## src/rtl/norm_pkg.sv

```systemverilog
// Shared types and helpers for the leading-one normalization controller.
package norm_pkg;

  // Operand width shared with the downstream one-hot left shifter.
  localparam int unsigned DEF_WIDTH = 8;

  // Controller sequencing states.
  typedef enum logic [1:0] {
    IDLE = 2'd0,
    SCAN = 2'd1,
    DONE = 2'd2
  } state_t;

  // Bit index -> one-hot shift control word.
  function automatic logic [DEF_WIDTH-1:0] onehot(input int unsigned idx);
    logic [DEF_WIDTH-1:0] v;
    v = '0;
    for (int unsigned i = 0; i < DEF_WIDTH; i++) begin
      if (i == idx) v[i] = 1'b1;
    end
    return v;
  endfunction

endpackage

```

## src/rtl/norm_shift_ctrl.sv

```systemverilog
// Sequential MSB-first leading-one scanner driving a one-hot left shifter.
module norm_shift_ctrl
  import norm_pkg::*;
#(
  parameter int unsigned WIDTH = DEF_WIDTH,
  parameter int unsigned CW    = $clog2(WIDTH + 1)
) (
  input  logic             clk,
  input  logic             rst_n,
  input  logic             start,
  input  logic [WIDTH-1:0] D_in,
  output logic [WIDTH-1:0] D,
  output logic [WIDTH-1:0] N,
  output logic [CW-1:0]    lzc,
  output logic             zero,
  output logic             busy,
  output logic             done
);

  localparam int unsigned IW = (WIDTH > 1) ? $clog2(WIDTH) : 1;
  localparam logic [IW-1:0] IDX_TOP = IW'(WIDTH - 1);
  localparam logic [CW-1:0] LZC_TOP = CW'(WIDTH - 1);
  localparam logic [CW-1:0] LZC_ALL = CW'(WIDTH);

  state_t           state_q, state_d;
  logic [IW-1:0]    idx_q, idx_d;
  logic [WIDTH-1:0] d_q, d_d;
  logic [WIDTH-1:0] n_q, n_d;
  logic [CW-1:0]    lzc_q, lzc_d;
  logic             zero_q, zero_d;
  logic             busy_q, busy_d;
  logic             done_q, done_d;

  // Next-state and datapath update; results hold until the next accepted start.
  always_comb begin
    state_d = state_q;
    idx_d   = idx_q;
    d_d     = d_q;
    n_d     = n_q;
    lzc_d   = lzc_q;
    zero_d  = zero_q;
    busy_d  = busy_q;
    done_d  = 1'b0;

    unique case (state_q)
      IDLE: begin
        if (start) begin
          d_d     = D_in;
          idx_d   = IDX_TOP;
          n_d     = '0;
          zero_d  = 1'b0;
          lzc_d   = '0;
          busy_d  = 1'b1;
          state_d = SCAN;
        end
      end

      SCAN: begin
        // Requests arriving mid-scan are dropped, not queued.
        if (d_q[idx_q]) begin
          n_d     = WIDTH'(onehot(int'(idx_q)));
          lzc_d   = LZC_TOP - CW'(idx_q);
          busy_d  = 1'b0;
          done_d  = 1'b1;
          state_d = DONE;
        end else if (idx_q == '0) begin
          n_d     = '0;
          zero_d  = 1'b1;
          lzc_d   = LZC_ALL;
          busy_d  = 1'b0;
          done_d  = 1'b1;
          state_d = DONE;
        end else begin
          idx_d = idx_q - IW'(1);
        end
      end

      DONE: begin
        // Back-to-back start is accepted in the result cycle.
        if (start) begin
          d_d     = D_in;
          idx_d   = IDX_TOP;
          n_d     = '0;
          zero_d  = 1'b0;
          lzc_d   = '0;
          busy_d  = 1'b1;
          state_d = SCAN;
        end else begin
          state_d = IDLE;
        end
      end

      default: begin
        state_d = IDLE;
      end
    endcase
  end

  // State and result registers with synchronous active-low reset.
  always_ff @(posedge clk) begin
    if (!rst_n) begin
      state_q <= IDLE;
      idx_q   <= IDX_TOP;
      d_q     <= '0;
      n_q     <= '0;
      lzc_q   <= '0;
      zero_q  <= 1'b0;
      busy_q  <= 1'b0;
      done_q  <= 1'b0;
    end else begin
      state_q <= state_d;
      idx_q   <= idx_d;
      d_q     <= d_d;
      n_q     <= n_d;
      lzc_q   <= lzc_d;
      zero_q  <= zero_d;
      busy_q  <= busy_d;
      done_q  <= done_d;
    end
  end

  assign D    = d_q;
  assign N    = n_q;
  assign lzc  = lzc_q;
  assign zero = zero_q;
  assign busy = busy_q;
  assign done = done_q;

endmodule
```

## config.mk

```make
export PLATFORM = sky130hd
export DESIGN_NAME = norm_shift_ctrl
export DESIGN_NICKNAME = d
export VERILOG_FILES = /design/src/rtl/norm_pkg.sv /design/src/rtl/norm_shift_ctrl.sv
export SDC_FILE = /design/constraint.sdc
export NUM_CORES = 1
export LEC_CHECK = 0
export ABC_AREA = 1
export ABC_CLOCK_PERIOD_IN_PS = 1510
export CAP_MARGIN = 25
export CORE_MARGIN = 2
export CORE_UTILIZATION = 43
export CTS_CLUSTER_SIZE = 24
export DETAILED_ROUTE_END_ITERATION = 7
export GPL_TIMING_DRIVEN = 0
export HOLD_SLACK_MARGIN = 0.15
export PLACE_DENSITY = 0.75
export SYNTH_ARGS = -nofsm -noshare
export SYNTH_HDL_FRONTEND = slang
export SYNTH_SLANG_ARGS = --single-unit
export TNS_END_PERCENT = 30
```

## constraint.sdc

```tcl
create_clock -name clk -period 1.51 [get_ports clk]
set_input_delay 0.302 -clock clk [delete_from_list [all_inputs] [get_ports clk]]
set_output_delay 0.302 -clock clk [all_outputs]
set_load 0.03 [all_outputs]
```

==> results.cfg, run 1 <==
[sta]
setup_viol = 0
fmax_ghz = 0.694
finClkSkew_ps = 6.60
hold_viol_final = 0
finalWorstSetupSlack_ps = 69.0
rsz0062_at_grt = yes
relSlewSlack = 0.720
period_needed_ps = 1440
tightest_slew_ps = 419
period_share = 0.954
slew_viol_final = 0

[power_and_ir_drop]
power_density_mw_per_mm2 = 1050
p_clk_frac = 0.189
combPwrFrac = 0.373
vdd_drop_max_uv = 426
swShare = 0.363
p_seq_frac = 0.438
p_sw_uw = 709
power.internal_mw = 1.24
p_leak_nw = 0.879

[final_layout]
fin_cells = 249
utilization = 0.617
drive_above_1_share = 0.204
final_nets = 233
mostFrequentLayoutCells = dfxtp_1 (26), nand2_1 (26), nand3_1 (23), dlygate4sd2_1 (23), a21oi_1 (21)
fillers = 286
syn2layout_area_growth_pct = 39.5
num_antenna_cells = 0

[routing]
drtIter0Drc = 44
drt_pass1_iterations = 5
drc = 0
postRouteAntennaNets = 0
routed_via_density = 5.18
wl_um = 3050
vias = 1290
wl_per_cell_um = 12.2

[setup_path]
cp_num_buf_inv = 2
reg2reg_depth = 9
reg2reg_to = lzc[0]
required_ps = 1790
crit_chain = buf_4 -> nand3_2 -> nand2_4 -> nand2_4 -> nand4_4 -> buf_8 -> nand3_1 -> nand2_1 -> nor2_2
crit_fanout = 5
cpMaxStageDelayCell = dfxtp_4
cp_slowest_stage_delay_ps = 390
startpoint_type = register
setup.worst_path.class = reg -> reg
end_kind = register
worstPathArrival_ps = 1720
path_delay_family = simple AND/OR/NAND/NOR gates
r2r-start = idx_q[1]
path_common_cell = nand2_4
rrSetupSlack_ps = 70

[logic_synthesis]
yosysSeqAreaShare = 0.422
synth-seq-cells = 28
synth.distinct_cells = 24
synth_area_sq_mm = 0.00133
postSynthNetCount = 188
synth_cells = 172
yosys_warnings = 0
synth.avg_cell_area_sq_um = 7.72

[cts]
cts-root-buf = clkbuf_4
cts_buffers = 3
path_clk_slew_ps = 150
tritoncts = yes
cts.sinks = 28
cts.path.max_buffers = 2
cts_htree_levels = 1
clock_latency_ps = 340
hold_buffers = 0

[die]
dieArea_sq_mm = 0.00355
die_height_um = 59.6
core_area_sq_mm = 0.00300
die_width_um = 59.6
rows = 20
pin_count = 34
start_util = 0.442

[grt]
grt_pass1_vias = 1180
grt_usage = 0.182
antenna_found_initial = 0
grt_overflow = 0
grt_start_max_net_pins = 16
grt_pass1_wl_um = 4950

[placed_design]
dp_slack_ps = -210
dp_hpwl_um = 2130
gp_congestion = 0.868
dp_cells = 237
port-buffer-count = 32

[min_path]
hold_depth = 3
worstHoldStart = rst_n
min_path_type = in -> reg
hold_end = D[3]

[job]
maxCapViolCount = 0

[status]
status = finished clean
state kept, by name, indices dropped and copies added, names as in the netlist:
name	cells
zero	1
N	8
D	8
idx_q	3
busy	1
state_q	2
done	1
lzc	4
Yosys cell counts:
| library cell | number | area, sq um |
|---|---|---|
| a21oi_1 | 24 | 120 |
| buf_2 | 1 | 5.00 |
| buf_4 | 2 | 15.0 |
| buf_8 | 1 | 15.0 |
| clkbuf_1 | 4 | 15.0 |
| clkinv_1 | 1 | 3.75 |
| dfxtp_1 | 28 | 561 |
| ha_1 | 5 | 62.6 |
| inv_1 | 15 | 56.3 |
| inv_2 | 1 | 3.75 |
| inv_4 | 1 | 6.26 |
| nand2_1 | 30 | 113 |
| nand2_2 | 3 | 18.8 |
| nand2_4 | 1 | 11.3 |
| nand3_1 | 23 | 115 |
| nand3_2 | 6 | 60.1 |
| nand4_1 | 1 | 6.26 |
| nand4_4 | 1 | 21.3 |
| nor2_1 | 10 | 37.5 |
| nor2_2 | 1 | 6.26 |
| o2111ai_1 | 1 | 8.76 |
| o211ai_1 | 1 | 7.51 |
| o21ai_0 | 10 | 50.1 |
| o21ai_2 | 1 | 8.76 |
cell type report:
| cell class | count | area, sq um | area share |
|---|---|---|---|
| Tap cell | 33 | 41.3 | 0.0223 |
| Inverter | 18 | 81.3 | 0.0439 |
| Clock buffer | 4 | 36.3 | 0.0196 |
| Multi-Input combinational cell | 118 | 691 | 0.373 |
| Buffer | 8 | 65.1 | 0.0351 |
| Timing Repair Buffer | 40 | 369 | 0.199 |
| Sequential cell | 28 | 568 | 0.307 |
layer usage:
metal / up-vias / GRT usage / part of all wire
li1: 659 / - / -
met1: 583 / 0.220 / 0.43
met2: 39 / 0.319 / 0.50
met3: 9 / 0.0328 / 0.045
met4: 0 / 0.0730 / 0.018
met5: - / 0 / 0
how the worst max path moves through the flow:
stage | startpoint | end | slack, ps | cells past startpoint
finish | idx_q[1] | lzc[0] | 70 | 9
global route | idx_q[0] | lzc[0] | -20 | 10
CTS | idx_q[0] | lzc[0] | 3 | 7
detailed placement | start | lzc[2] | -210 | 6
global placement | start | N[2] | -180 | 6
floorplan | idx_q[0] | N[4] | 60 | 7
cells by family after synthesis:
group,after synthesis,share of synthesized area
buf+inv,26,0.0905
flops,28,0.422
simple gates,76,0.293
fa+ha+maj,5,0.0471
compound gates,37,0.147
repair_timing:
action / CTS / global route
buffers inserted: 2 / 5
pin swaps: 0 / 3
setup endpoints to repair: 42 / 16
cloned: 0 / 1
resized for setup: 30 / 19
through the flow:
stage / instance area, sq um / hold WS, ps / power (mW) / setup TNS [ps]
final: 1850 / 330 / 1.95 / 0
after global placement: 1690 / 452 / 1.50 / -2360
after CTS: 1730 / 326 / 1.86 / 0
after detailed placement: 1690 / 456 / 1.51 / -3140
after global routing: 1850 / 348 / 2.07 / -24.0
after floorplan: 1330 / 488 / 1.31 / 0
power by group through the flow:
stage / clock, mW / sequential (mW) / combinational, mW
final: 0.369 / 0.854 / 0.728
after global routing: 0.407 / 0.863 / 0.797
after CTS: 0.382 / 0.849 / 0.628
after detailed placement: 0 / 0.865 / 0.640
after global placement: 0 / 0.863 / 0.632
after floorplan: 0 / 0.957 / 0.351
tightest hold or removal path, cell delays in order:
cell      delay (ps)
clkbuf_1         180
o21ai_0          120
a21oi_1           40
Note: power is estimated with default switching activity, not from simulation.
==> run 2: changes to the inputs <==
CORE_MARGIN = 4   (was 2)
SLEW_MARGIN = 20   (was not set)
==> run 2 against run 1 <==
Fmax down 4.1%. First-iteration DRC count unchanged. Sequential share of layout area up 1.2 points. Clock-buffer cell count down 1. Die area up 14%. Clock skew down 1.5 ps. Sequential power down 0.5%. Wire length up 8.3%. Worst setup slack worse by 61 ps. Register-to-register slack worse by 60 ps. Largest power group unchanged.
==> results.cfg, run 2 (synthesis gave the netlist of run 1 again) <==
[die]
start_util = 0.465
core_area_sq_mm = 0.00285
pin_count = 34
rows = 19
dieArea_sq_mm = 0.00404
die_height_um = 63.6
die_width_um = 63.6

[final_layout]
final_nets = 232
num_antenna_cells = 0
drive_above_1_share = 0.168
utilization = 0.625
fillers = 269
mostFrequentLayoutCells = nand2_1 (27), dfxtp_1 (26), a21oi_1 (24)
fin_cells = 245
syn2layout_area_growth_pct = 34.3
layout_commonest_cell = nand2_1

[sta]
setup_viol = 0
slew_viol_final = 0
period_needed_ps = 1500
period_share = 0.995
finClkSkew_ps = 5.08
relSlewSlack = 0.695
hold_viol_final = 0
fmax_ghz = 0.666
rsz0062_at_grt = yes
whs_ps = 349
tightest_slew_ps = 457

[power_and_ir_drop]
p_seq_frac = 0.458
swShare = 0.372
power_density_mw_per_mm2 = 1040
vdd_drop_max_uv = 562
p_sw_uw = 690
p_leak_nw = 0.868
power.internal_mw = 1.16
p_clk_frac = 0.167
combPwrFrac = 0.375

[cts]
cts.sinks = 28
cts-root-buf = clkbuf_4
path_clk_slew_ps = 150
cts_buffers = 3
hold_buffers = 0
clock_latency_ps = 330
cts.path.max_buffers = 2
cts_htree_levels = 1
tritoncts = yes

[min_path]
worstHoldStart = rst_n
hold_depth = 3
min_path_type = in -> reg
hold_end = D[4]

[setup_path]
r2r-start = idx_q[0]
worstPathArrival_ps = 1710
startpoint_type = register
setup.worst_path.class = reg -> reg
reg2reg_depth = 7
crit_fanout = 8
cp_slowest_stage_delay_ps = 430
end_kind = register
cpMaxStageDelayCell = dfxtp_4
rrSetupSlack_ps = 8
reg2reg_to = idx_q[1]
path_common_cell = nand3_1
crit_chain = inv_6 -> ha_1 -> nand2_2 -> nand4_4 -> buf_2 -> nand3_1 -> nand3_1
required_ps = 1710

[routing]
postRouteAntennaNets = 0
routed_via_density = 5.32
vias = 1303
wl_um = 3300
drt_pass1_iterations = 4
drc = 0
wl_per_cell_um = 13.5
drtIter0Drc = 44

[job]
maxCapViolCount = 0

[status]
status = finished clean

[grt]
grt_pass1_wl_um = 5660
grt_overflow = 0
antenna_found_initial = 0
grt_pass1_vias = 1262
grt_usage = 0.173
grt_start_max_net_pins = 15

[placed_design]
gp_congestion = 0.908
dp_hpwl_um = 2460
dp_cells = 235
port-buffer-count = 32
## run 2: per-stage QoR
step | setup WS, ps | power [mW] | TNS [ps] | area, sq um
after floorplan | 55.7 | 1.31 | 0 | 1330
after global placement | -170 | 1.50 | -2700 | 1690
after detailed placement | -226 | 1.51 | -3470 | 1690
after CTS | 0.171 | 1.80 | 0 | 1700
after global routing | -71.7 | 1.98 | -789 | 1780
final | 7.62 | 1.85 | 0 | 1780
## run 2: power groups by stage
stage	sequential, mW	combinational (mW)	clock [mW]
finish	0.850	0.696	0.309
global route	0.862	0.768	0.350
CTS	0.852	0.626	0.319
detailed placement	0.867	0.648	0
global placement	0.862	0.637	0
floorplan	0.957	0.351	0
## run 2: timing repair
item | CTS | global route
cloned | 0 | 2
pin swaps | 0 | 2
setup buffers | 1 | 4
resized for setup | 29 | 8
endpoints found under the hold margin | 0 | 0
setup endpoints to repair | 42 | 22
## run 2: layout make-up
cell class,instances,area [sq um],share of cell area
sequential,28,568,0.319
timing repair buffer,39,359,0.201
multi-input combinational,118,659,0.370
tap,31,38.8,0.0218
inverter,18,75.1,0.0421
clock buffer,3,22.5,0.0126
buffer,8,60.1,0.0337
## run 2: metal layers
metal,share of wire,wire (um),track usage
met4,0.012,38,0.0512
met1,0.47,1540,0.220
met2,0.49,1630,0.293
met3,0.029,97,0.0320
met5,0,0,0
## run 2: critical path: cells and delay by family, from the launching register on
family                   cells  cell delay [ps]
AND/OR/NAND/NOR              4              440
buffers and inverters        2              280
flip-flops                   1              430
adder cells (fa/ha/maj)      1              220
## run 2: worst max-delay path by stage
stage          startpoint       end  slack (ps)  cells after the start
2_1_floorplan    idx_q[0]      N[4]          60                      7
3_3_place_gp        start      N[1]        -170                      6
3_5_place_dp        start      N[1]        -230                      6
4_1_cts          idx_q[1]      N[7]         0.2                      7
5_1_grt          idx_q[0]  idx_q[2]         -70                      9
6_report         idx_q[0]  idx_q[1]           8                      7
